$ cat src/rtl/dispatcher_mc.sv
// Stream dispatcher: parses a one-beat command header on an AXI4-Stream input
// and steers the following payload beats to one of NUM_CH scan engines.
// Packets with a bad magic value, an out-of-range channel, or no payload are
// discarded and counted in a saturating drop counter.
module dispatcher_mc #(
    parameter int unsigned DATA_W = 256,
    parameter int unsigned NUM_CH = 4,
    parameter logic [23:0] MAGIC  = 24'hAECAFE
) (
    input  logic                  clk,
    input  logic                  reset,
    input  logic [DATA_W-1:0]     s_axis_tdata,
    input  logic [DATA_W/8-1:0]   s_axis_tstrb,
    input  logic [127:0]          s_axis_tuser,
    input  logic                  s_axis_tvalid,
    output logic                  s_axis_tready,
    input  logic                  s_axis_tlast,
    output logic [NUM_CH-1:0]     dpt_dvld,
    output logic [NUM_CH-1:0]     dpt_end,
    output logic [7:0]            dpt_cmd,
    output logic [23:0]           dpt_id,
    output logic [31:0]           dpt_poff,
    output logic [DATA_W-1:0]     dpt_data,
    output logic [DATA_W/8-1:0]   dpt_bvld,
    input  logic [NUM_CH-1:0]     scn_rdy,
    output logic [15:0]           drop_cnt
);

    localparam int unsigned CH_W = (NUM_CH > 1) ? $clog2(NUM_CH) : 1;

    typedef enum logic [1:0] {
        ST_HEADER = 2'd0,
        ST_PACKET = 2'd1,
        ST_DROP   = 2'd2
    } state_e;

    state_e            state_q, state_d;
    logic [CH_W-1:0]   ch_q, ch_d;
    logic              tran_end_q, tran_end_d;
    logic [7:0]        cmd_q, cmd_d;
    logic [23:0]       id_q, id_d;
    logic [31:0]       poff_q, poff_d;
    logic [15:0]       drop_cnt_q, drop_cnt_d;

    // Header field decode from the current beat
    logic [23:0]       hdr_magic;
    logic [7:0]        hdr_cmd;
    logic [23:0]       hdr_id;
    logic              hdr_tran_end;
    logic              hdr_poff_vld;
    logic [31:0]       hdr_poff;
    logic [CH_W-1:0]   hdr_ch;
    logic              hdr_magic_ok;
    logic              hdr_ch_ok;
    logic              hdr_good;
    logic              sel_rdy;

    assign hdr_magic    = s_axis_tdata[23:0];
    assign hdr_cmd      = s_axis_tdata[31:24];
    assign hdr_id       = s_axis_tdata[55:32];
    assign hdr_tran_end = s_axis_tdata[56];
    assign hdr_poff_vld = s_axis_tdata[57];
    assign hdr_poff     = s_axis_tdata[95:64];
    assign hdr_ch       = hdr_id[CH_W-1:0];
    assign hdr_magic_ok = (hdr_magic == MAGIC);
    assign hdr_ch_ok    = (32'(hdr_ch) < NUM_CH);
    // A header that is also the last beat carries no payload and is dropped
    assign hdr_good     = hdr_magic_ok & hdr_ch_ok & ~s_axis_tlast;
    assign sel_rdy      = scn_rdy[ch_q];

    // Payload fields pass straight through; the source holds them during stalls
    assign dpt_data = s_axis_tdata;
    assign dpt_bvld = s_axis_tstrb;
    assign dpt_cmd  = cmd_q;
    assign dpt_id   = id_q;
    assign dpt_poff = poff_q;
    assign drop_cnt = drop_cnt_q;

    // Header bits beyond the defined fields and tuser carry nothing for this block
    logic unused_c;
    assign unused_c = ^{s_axis_tuser, s_axis_tdata[63:58], s_axis_tdata[DATA_W-1:96]};

    // State register
    always_ff @(posedge clk) begin
        if (reset) begin
            state_q <= ST_HEADER;
        end else begin
            state_q <= state_d;
        end
    end

    // Next-state logic; in HEADER every valid beat is consumed
    always_comb begin
        state_d = state_q;
        case (state_q)
            ST_HEADER: begin
                if (s_axis_tvalid) begin
                    if (hdr_good) begin
                        state_d = ST_PACKET;
                    end else if (!s_axis_tlast) begin
                        state_d = ST_DROP;
                    end
                end
            end
            ST_PACKET: begin
                if (s_axis_tvalid && sel_rdy && s_axis_tlast) begin
                    state_d = ST_HEADER;
                end
            end
            ST_DROP: begin
                if (s_axis_tvalid && s_axis_tlast) begin
                    state_d = ST_HEADER;
                end
            end
            default: state_d = ST_HEADER;
        endcase
    end

    // Output decode: zero-cycle passthrough to the selected channel
    always_comb begin
        s_axis_tready = 1'b1;
        dpt_dvld      = '0;
        dpt_end       = '0;
        if (state_q == ST_PACKET) begin
            s_axis_tready  = sel_rdy;
            dpt_dvld[ch_q] = s_axis_tvalid;
            dpt_end[ch_q]  = s_axis_tvalid & s_axis_tlast & tran_end_q;
        end
    end

    // Header latch and saturating drop counter next values
    always_comb begin
        ch_d       = ch_q;
        tran_end_d = tran_end_q;
        cmd_d      = cmd_q;
        id_d       = id_q;
        poff_d     = poff_q;
        drop_cnt_d = drop_cnt_q;
        if (state_q == ST_HEADER && s_axis_tvalid) begin
            if (hdr_good) begin
                ch_d       = hdr_ch;
                tran_end_d = hdr_tran_end;
                cmd_d      = hdr_cmd;
                id_d       = hdr_id;
                if (hdr_poff_vld) begin
                    poff_d = hdr_poff;
                end
            end else if (drop_cnt_q != 16'hFFFF) begin
                drop_cnt_d = drop_cnt_q + 16'd1;
            end
        end
    end

    // Header and counter registers
    always_ff @(posedge clk) begin
        if (reset) begin
            ch_q       <= '0;
            tran_end_q <= 1'b0;
            cmd_q      <= '0;
            id_q       <= '0;
            poff_q     <= '0;
            drop_cnt_q <= '0;
        end else begin
            ch_q       <= ch_d;
            tran_end_q <= tran_end_d;
            cmd_q      <= cmd_d;
            id_q       <= id_d;
            poff_q     <= poff_d;
            drop_cnt_q <= drop_cnt_d;
        end
    end

endmodule
$ cat config.mk
export PLATFORM = sky130hd
export DESIGN_NAME = dispatcher_mc
export DESIGN_NICKNAME = d
export VERILOG_FILES = /design/src/rtl/dispatcher_mc.sv
export SDC_FILE = /design/constraint.sdc
export NUM_CORES = 1
export LEC_CHECK = 0
export ABC_AREA = 0
export CORE_AREA = 10 10 306 308
export DETAILED_ROUTE_END_ITERATION = 7
export DIE_AREA = 0 0 316 318
export SYNTH_ARGS = -nofsm -noshare
export SYNTH_HDL_FRONTEND = slang
export SYNTH_SLANG_ARGS = --single-unit
$ cat constraint.sdc
create_clock -name clk -period 4.9 [get_ports clk]
set_input_delay 0.98 -clock clk [delete_from_list [all_inputs] [get_ports clk]]
set_output_delay 0.98 -clock clk [all_outputs]
set_load 0.02 [all_outputs]
==> results_dict.tcl, run 1 <==
set metrics [dict create \
    final_core_util_pct 8.90 \
    worstSetupPathType "in2out" \
    detail-route-antenna-nets 0 \
    synth_cells 702 \
    num_vias 4405 \
    start_util_pct 6.24 \
    die_w_um 316 \
    power-per-cell-area_nw_per_um2 216 \
    cts_setup_buffers 0 \
    cap_violations 0 \
    clock-sinks 83 \
    fp.dieH_um 318 \
    place_hpwl_um 23600 \
    fmax_mhz 251 \
    setup_tns_ns 0 \
    sw_frac_of_total_pct 28.0 \
    tightest_slew_ns 0.916 \
    core-area_um2 87700 \
    end_kind "output port" \
    stdcell_count 1858 \
    synthDistinctLibCells 37 \
    cpMaxStageDelayCell "clkdlybuf4s50_1" \
    place.gp.congestion 0.695 \
    startpoint_type "input pin" \
    hold_viol_final 0 \
    finalWorstPathRequiredPeriod_ns 3.98 \
    cts_tree "yes" \
    p_int_uw 1220 \
    ys_async_sr_fraction_pct 0 \
    path_delay_family "buffers and inverters" \
    drtIter0Drc 251 \
    rows 109 \
    setup_viol 0 \
    p_sw_uw 473 \
    syn_nets 1127 \
    cts_buffer_depth 2 \
    slew_headroom_pct 38.4 \
    leakage_uw 0.00223 \
    synthTopCellsByArea "buf_4, dfxtp_1, nand2_1" \
    synth_top_area_share_pct 39.9 \
    syn_area_um2 5470 \
    seqPwrFrac_pct 40.2 \
    final_nets 1112 \
    synth_flop_cell "dfxtp_1" \
    cts_buffers 9 \
    crit_buf_inv 4 \
    dr.pass1.iters 4 \
    status "completed" \
    grt_pass1_vias 4735 \
    clkLatencyLatePin_ns 0.37 \
    worst-endpoint-required_ns 3.92 \
    hold_buffers 0 \
    vdd_drop_max_mv 0.162 \
    drcViolationCount 0 \
    grt_max_degree 54 \
    worstPathCellList "clkdlybuf4s50_1, nand3b_1, buf_4, inv_1, nand3_1, nor2_1, clkdlybuf4s50_1" \
    whs_ns 0.449 \
    yosysTopAreaCell "buf_4" \
    fin_crit_sh_pct 81.3 \
    cp.arrival_ns 3.00 \
    dp.cells 1841 \
    hp-class "reg2reg" \
    grt-ovfl-total 0 \
    viasPerCell 2.37 \
    seq_area_frac_synth_pct 30.4 \
    synth_edf_count 0 \
    clk_pin_slew_ns 0.06 \
    drt-total-wl_um 28000 \
    routedWlPerCell_um 15.1 \
    htree_levels 3 \
    io_buffer_count 276 \
    cp_slowest_stage_delay_ns 0.64 \
    clock_power_share_pct 43.9 \
    drive_gt1_share_pct 5.20 \
    area_delta_synth_final_pct 42.6 \
    cts-root-buf "clkbuf_16" \
    syn_area_per_cell_um2 7.80 \
    ys_warn_count 0 \
    gr-usage-all-layers_pct 5.35 \
    antenna_found_initial 4 \
    drv_slew 0 \
    ys_seq_elements 83 \
    io_pins 801 \
    rsz0062_at_grt "no" \
    crit_top_cell "clkdlybuf4s50_1" \
    power_frac_comb_pct 15.9 \
    die-area_um2 100000 \
    post_cts_resized 0 \
    clock_skew_ns 0.00800 \
    fillers 10233 \
    crit_fanout 7 \
    power.total_uw 1690 \
    grt_pass1_wl_um 36700 \
]
## cell usage after synthesis, drive strengths merged, types with 3 or more instances
master / number
nand3: 9
xnor2: 10
dfxtp: 83
a21oi: 67
buf: 293
nand2b: 4
and2: 3
nand4: 9
nor4: 5
nor2: 26
and4b: 3
nand2: 138
clkbuf: 18
xor2: 3
nor3: 9
## power by group through the flow
stage | Clock, µW | Sequential [µW] | Combinational [µW]
3_3_place_gp | 0 | 696 | 274
4_1_cts | 797 | 680 | 275
5_1_grt | 810 | 680 | 284
6_report | 742 | 680 | 268
3_5_place_dp | 0 | 696 | 274
2_1_floorplan | 0 | 696 | 364
## worst min-delay path: stages, from the launching register on
cell,delay (ns)
dfxtp_1,0.31
nand2_1,0.05
a21oi_1,0.05
## path summary, 6_finish.rpt
kind,start,to,slack [ns],depth (start not counted)
setup reg to reg,state_q[0],dpt_poff[0],2.48,9
setup / recovery,s_axis_tvalid,dpt_end[2],0.92,7
hold reg to reg,dpt_poff[12],dpt_poff[12],0.45,2
hold / removal,dpt_poff[12],dpt_poff[12],0.45,2
## logic make-up after synthesis
group / synth area share, %
buf+inv: 41.4
fa+ha+maj: 0.229
xor+xnor: 2.08
mux: 0.594
simple gates: 18.8
flops: 30.4
compound gates: 6.56
## metal layers
layer | wire length, µm | track usage, %
met1 | 8440 | 4.59
met3 | 4660 | 3.68
met4 | 2240 | 4.40
met2 | 12500 | 8.36
met5 | 155 | 1.14
## final cells by class
type	count	area, µm²	share of cell area [%]
inverter	1	3.75	0.0481
tap	1165	1460	18.7
sequential	83	1660	21.3
antenna	1	2.50	0.0321
multi-input combinational	307	1550	19.8
timing repair buffer	285	2830	36.2
clock buffer	9	225	2.89
clock inverter	7	76.3	0.978
## flip-flops by register name, indices dropped and copies added (netlist names)
name	count
drop_cnt	16
dpt_id	23
state_q	2
dpt_cmd	8
dpt_poff	32
tran_end_q	1
ch_q	1
## placed cells by master, fill, tap and decap left out, drive strengths merged, types with 2 or more instances in the layout
master,instances
nand2,138
inv,3
clkinv,3
or2,2
and2,3
clkbuf,9
clkdlybuf4s50,275
nand3b,2
or3,2
nor4,5
nor3,9
a21oi,67
buf,10
nor2,26
nand2b,4
dfxtp,83
nand3,9
nor4b,2
and4b,3
xnor2,10
xor2,3
nand4,9
or3b,2
## stage by stage
stage                     cell area [µm²]  setup slack [ns]
after global routing                 7800             0.718
after detailed placement             7500             0.767
final                                7800             0.915
after global placement               7500             0.808
after CTS                            7800             0.833
after floorplan                      5470              1.96
No activity file was read; power rests on OpenSTA's default activity.
==> inputs of run 2 (changes only) <==
CORE_AREA = 10 10 305 307   (was 10 10 306 308)
DIE_AREA = 0 0 315 317   (was 0 0 316 318)
clock period = 3.4 ns   (was 4.9 ns; I/O delays follow)
==> run 2 against run 1 <==
- flip-flop and latch count unchanged
- register-to-register slack worse by 1.4 ns
- sequential share of layout area is 0.18 points lower
- utilization rose by 0.19 points
- clock skew is 0.0081 ns higher
- die area decreased by 0.63%
==> results_dict.tcl, run 2 (synthesized netlist as in run 1, its figures left out) <==
set metrics [dict create \
    final_nets 1116 \
    hold_viol_final 0 \
    place_hpwl_um 21000 \
    crit_fanout 4 \
    vdd_drop_max_mv 0.253 \
    place_ws_ns 0.158 \
    setup_tns_ns 0 \
    fin_crit_sh_pct 91.5 \
    fp.dieH_um 317 \
    finalWorstPathRequiredPeriod_ns 3.11 \
    layout_common_cells "clkdlybuf4s50_1, nand2_1, dfxtp_1" \
    routedWlPerCell_um 13.5 \
    clock-sinks 83 \
    area_delta_synth_final_pct 43.8 \
    slew_headroom_pct 28.6 \
    die_w_um 315 \
    cp.arrival_ns 2.43 \
    rsz0062_at_grt "no" \
    cts_buffers 9 \
    antenna_found_initial 3 \
    rrSetupSlack_ns 1.06 \
    worstSetupPathType "in2out" \
    cts-root-buf "clkbuf_16" \
    start_util_pct 6.32 \
    drtIter0Drc 332 \
    tightest_slew_ns 1.07 \
    grt-ovfl-total 0 \
    drv_slew 0 \
    cts_buffer_depth 2 \
    hold_buffers 0 \
    rows 108 \
    worst-endpoint-required_ns 2.72 \
    io_pins 801 \
    r2r_cells 6 \
    end_kind "output port" \
    gr-usage-all-layers_pct 4.83 \
    startpoint "s_axis_tvalid" \
    critPathCapture "dpt_end[0]" \
    rr_endpoint "drop_cnt[15]" \
    grt_pass1_wl_um 33300 \
    detail-route-antenna-nets 0 \
    viasPerCell 2.37 \
    core-area_um2 86600 \
    io_buffer_count 276 \
    setup_viol 0 \
    final_core_util_pct 9.08 \
    power-per-cell-area_nw_per_um2 308 \
    cap_violations 0 \
    clkLatencyLatePin_ns 0.38 \
    post_cts_resized 0 \
    cts_tree "yes" \
    drcViolationCount 0 \
    largest_reg_flops 32 \
    cts_setup_buffers 0 \
    drt-total-wl_um 25000 \
    clk_pin_slew_ns 0.06 \
    clock_skew_ns 0.0161 \
    fmax_mhz 321 \
    place.gp.congestion 0.717 \
    num_vias 4393 \
    hp-class "reg2reg" \
    die-area_um2 99900 \
    finalWorstSetupSlack_ns 0.289 \
    mostFrequentLayoutCell "clkdlybuf4s50_1" \
    r2r-start "drop_cnt[3]" \
    leakage_uw 0.00226 \
    startpoint_type "input pin" \
    htree_levels 3 \
    grt_pass1_vias 4549 \
    grt_max_degree 84 \
    status "completed" \
    drive_gt1_share_pct 6.03 \
    dr.pass1.iters 6 \
]
## run 2: critical path, stage by stage
cell	delay (ns)
clkdlybuf4s50_1	0.48
nand3b_1	0.19
inv_1	0.10
nand3_1	0.15
nor3_1	0.17
clkdlybuf4s50_1	0.65
## run 2: how the worst min path moves through the flow
stage,startpoint,end,slack [ns],cells after the start
after floorplan,tran_end_q,tran_end_q,0.43,2
after global placement,dpt_poff[19],dpt_poff[19],0.44,2
after detailed placement,dpt_poff[20],dpt_poff[20],0.44,2
after CTS,dpt_id[11],dpt_id[11],0.45,2
after global routing,dpt_id[11],dpt_id[11],0.46,2
final,dpt_poff[8],dpt_poff[8],0.45,2
## run 2: per-layer routing
metal	track usage, %	vias up	part of all wire, %
li1	-	1949	-
met5	0	-	0.052
met3	3.88	144	17
met4	4.26	2	8.4
met2	6.90	393	41
met1	4.36	1905	33
## run 2: metrics by stage
step / hold slack [ns] / instance area, µm² / cells / total power, µW
2_1_floorplan: 0.432 / 5470 / 702 / 1530
3_3_place_gp: 0.438 / 7560 / 1835 / 1390
3_5_place_dp: 0.442 / 7560 / 1835 / 1390
4_1_cts: 0.451 / 7860 / 1851 / 2530
5_1_grt: 0.463 / 7860 / 1851 / 2550
6_report: 0.448 / 7870 / 1855 / 2420
## run 2: where the power goes
part / leakage, µW / internal, µW / switching (µW)
logic: 0.00145 / 203 / 180
clock network: 0.000142 / 574 / 486
registers: 0.000669 / 975 / 3.83
## run 2: cell type report
type	instances	area, µm²
fill	10077	78700
inverter	1	3.75
antenna	4	10.0
multi-input combinational	307	1550
tap	1155	1450
clock inverter	7	76.3
clock buffer	9	225
timing repair buffer	289	2900
sequential	83	1660
==> inputs of run 3 (changes only) <==
CORE_AREA = 10 10 307 309   (was 10 10 305 307)
CTS_CLUSTER_DIAMETER = 50   (was not set)
DIE_AREA = 0 0 317 319   (was 0 0 315 317)
DONT_BUFFER_PORTS = 1   (was not set)
==> run 3 against run 2 <==
- flip-flop and latch count stayed put
- first-iteration DRC count down 46%
- cell area fell by 35%
- combinational power decreased by 94%
- total power fell by 11%
- routed wire length fell by 11%
- die area increased by 1.3%
- critical path type is now reg2out
- highest routed layer unchanged
==> results_dict.tcl, run 3 (synthesized netlist as in run 1, its figures left out) <==
set metrics [dict create \
    final_nets 838 \
    rsz0062_at_grt "no" \
    rows 109 \
    num_vias 3300 \
    mostFrequentLayoutCell "nand2_1" \
    start_util_pct 6.22 \
    fillers 10411 \
    r2r_cells 8 \
    cts_tree "yes" \
    cp.arrival_ns 2.10 \
    layout_common_cells "nand2_1, dfxtp_1, a21oi_1" \
    drv_slew 0 \
    clock_skew_ns 0.0188 \
    cts_buffers 9 \
    slew_headroom_pct 53.7 \
    place.gp.congestion 0.679 \
    leakage_uw 0.00122 \
    io_buffer_count 0 \
    finalWorstPathRequiredPeriod_ns 2.78 \
    post_cts_resized 0 \
    power.total_uw 2170 \
    worstHoldPathCells 1 \
    hold_buffers 0 \
    drcViolationCount 0 \
    io_pins 801 \
    grt_max_degree 84 \
    place_hpwl_um 18400 \
    htree_levels 3 \
    clock-sinks 83 \
    cts_buffer_depth 2 \
    fmax_mhz 360 \
    grt_pass1_wl_um 28600 \
    placed_area_um2 4750 \
    fin_area_um2 5100 \
    detail-route-antenna-nets 0 \
    worstPathCellList "mux4_2, or3b_2" \
    fp.dieH_um 319 \
    setup_tns_ns 0 \
    whs_ns 0.355 \
    viasPerCell 2.08 \
    crit_fanout 8 \
    setup_viol 0 \
    die-area_um2 101000 \
    cpMaxStageDelayCell "dfxtp_1" \
    clk_pin_slew_ns 0.08 \
    grt_pass1_vias 3531 \
    clkLatencyLatePin_ns 0.39 \
    drtIter0Drc 180 \
    core-area_um2 88000 \
    drive_gt1_share_pct 8.85 \
    hold_viol_final 0 \
    tightest_slew_ns 0.689 \
    fin_crit_sh_pct 81.7 \
    hp-class "in2reg" \
    cts-root-buf "clkbuf_16" \
    final_core_util_pct 5.79 \
    vdd_drop_max_mv 0.236 \
    area_delta_synth_final_pct -6.86 \
    cap_violations 0 \
    antenna_found_initial 7 \
    gr-usage-all-layers_pct 4.27 \
    end_kind "output port" \
    multiInputGateArea_um2 1550 \
    drt-total-wl_um 22400 \
    startpoint_type "register" \
    cts_setup_buffers 0 \
    regArea_um2 1660 \
    status "completed" \
    power-per-cell-area_nw_per_um2 425 \
    die_w_um 317 \
    cp_slowest_stage_delay_ns 0.62 \
    dr.pass1.iters 4 \
    routedWlPerCell_um 14.1 \
    worst-endpoint-required_ns 2.72 \
    grt-ovfl-total 0 \
    worstSetupPathType "reg2out" \
    largest_reg_flops 32 \
]
==> run 3: cell count changes in the layout (fill, tap and decap cells not counted), sizes merged <==
cell | before | now
bufinv | 1 | 2
clkdlybuf4s50 | 272 | 0
clkbuf | 9 | 10
buf | 17 | 11
diode | 4 | 6
inv | 3 | 1
==> run 3: metal layers <==
metal  track usage (%)  part of all wire (%)
met5                 0                  0.25
met4              4.28                   9.1
met3              3.72                    20
met2              6.64                    45
met1              3.01                    26
==> run 3: layout make-up <==
cell class                      count  area share (%)
Multi-Input combinational cell    307            30.4
Timing Repair Buffer               11            1.62
Clock inverter                      6            1.74
Inverter                            1          0.0736
Tap cell                         1165            28.6
Sequential cell                    83            32.6
Clock buffer                       10            4.69
Antenna cell                        6           0.295
==> run 3: stage by stage <==
stage          std cells  setup slack (ns)
3_3_place_gp        1567             0.702
5_1_grt             1584             0.495
4_1_cts             1583             0.548
2_1_floorplan        702              1.06
6_report            1589             0.621
3_5_place_dp        1567             0.659
==> run 3: worst paths after layout <==
kind,start,to,slack (ns)
max,dpt_id[1],s_axis_tready,0.62
min,reset,dpt_id[7],0.36
max reg2reg,drop_cnt[0],drop_cnt[15],1.16
min reg2reg,tran_end_q,tran_end_q,0.45
==> run 3: power breakdown <==
group	internal (µW)	leakage [µW]	switching (µW)
Sequential	975	0.000669	7.56
Combinational	9.74	0.000393	14.6
Clock	664	0.000155	494
Total	1650	0.00122	516
==> run 3: critical path: cells and delay by family, from the launching register on <==
family,cells,cell delay [ns]
flip-flops,1,0.62
multiplexers,1,0.47
AND/OR/NAND/NOR,1,0.62
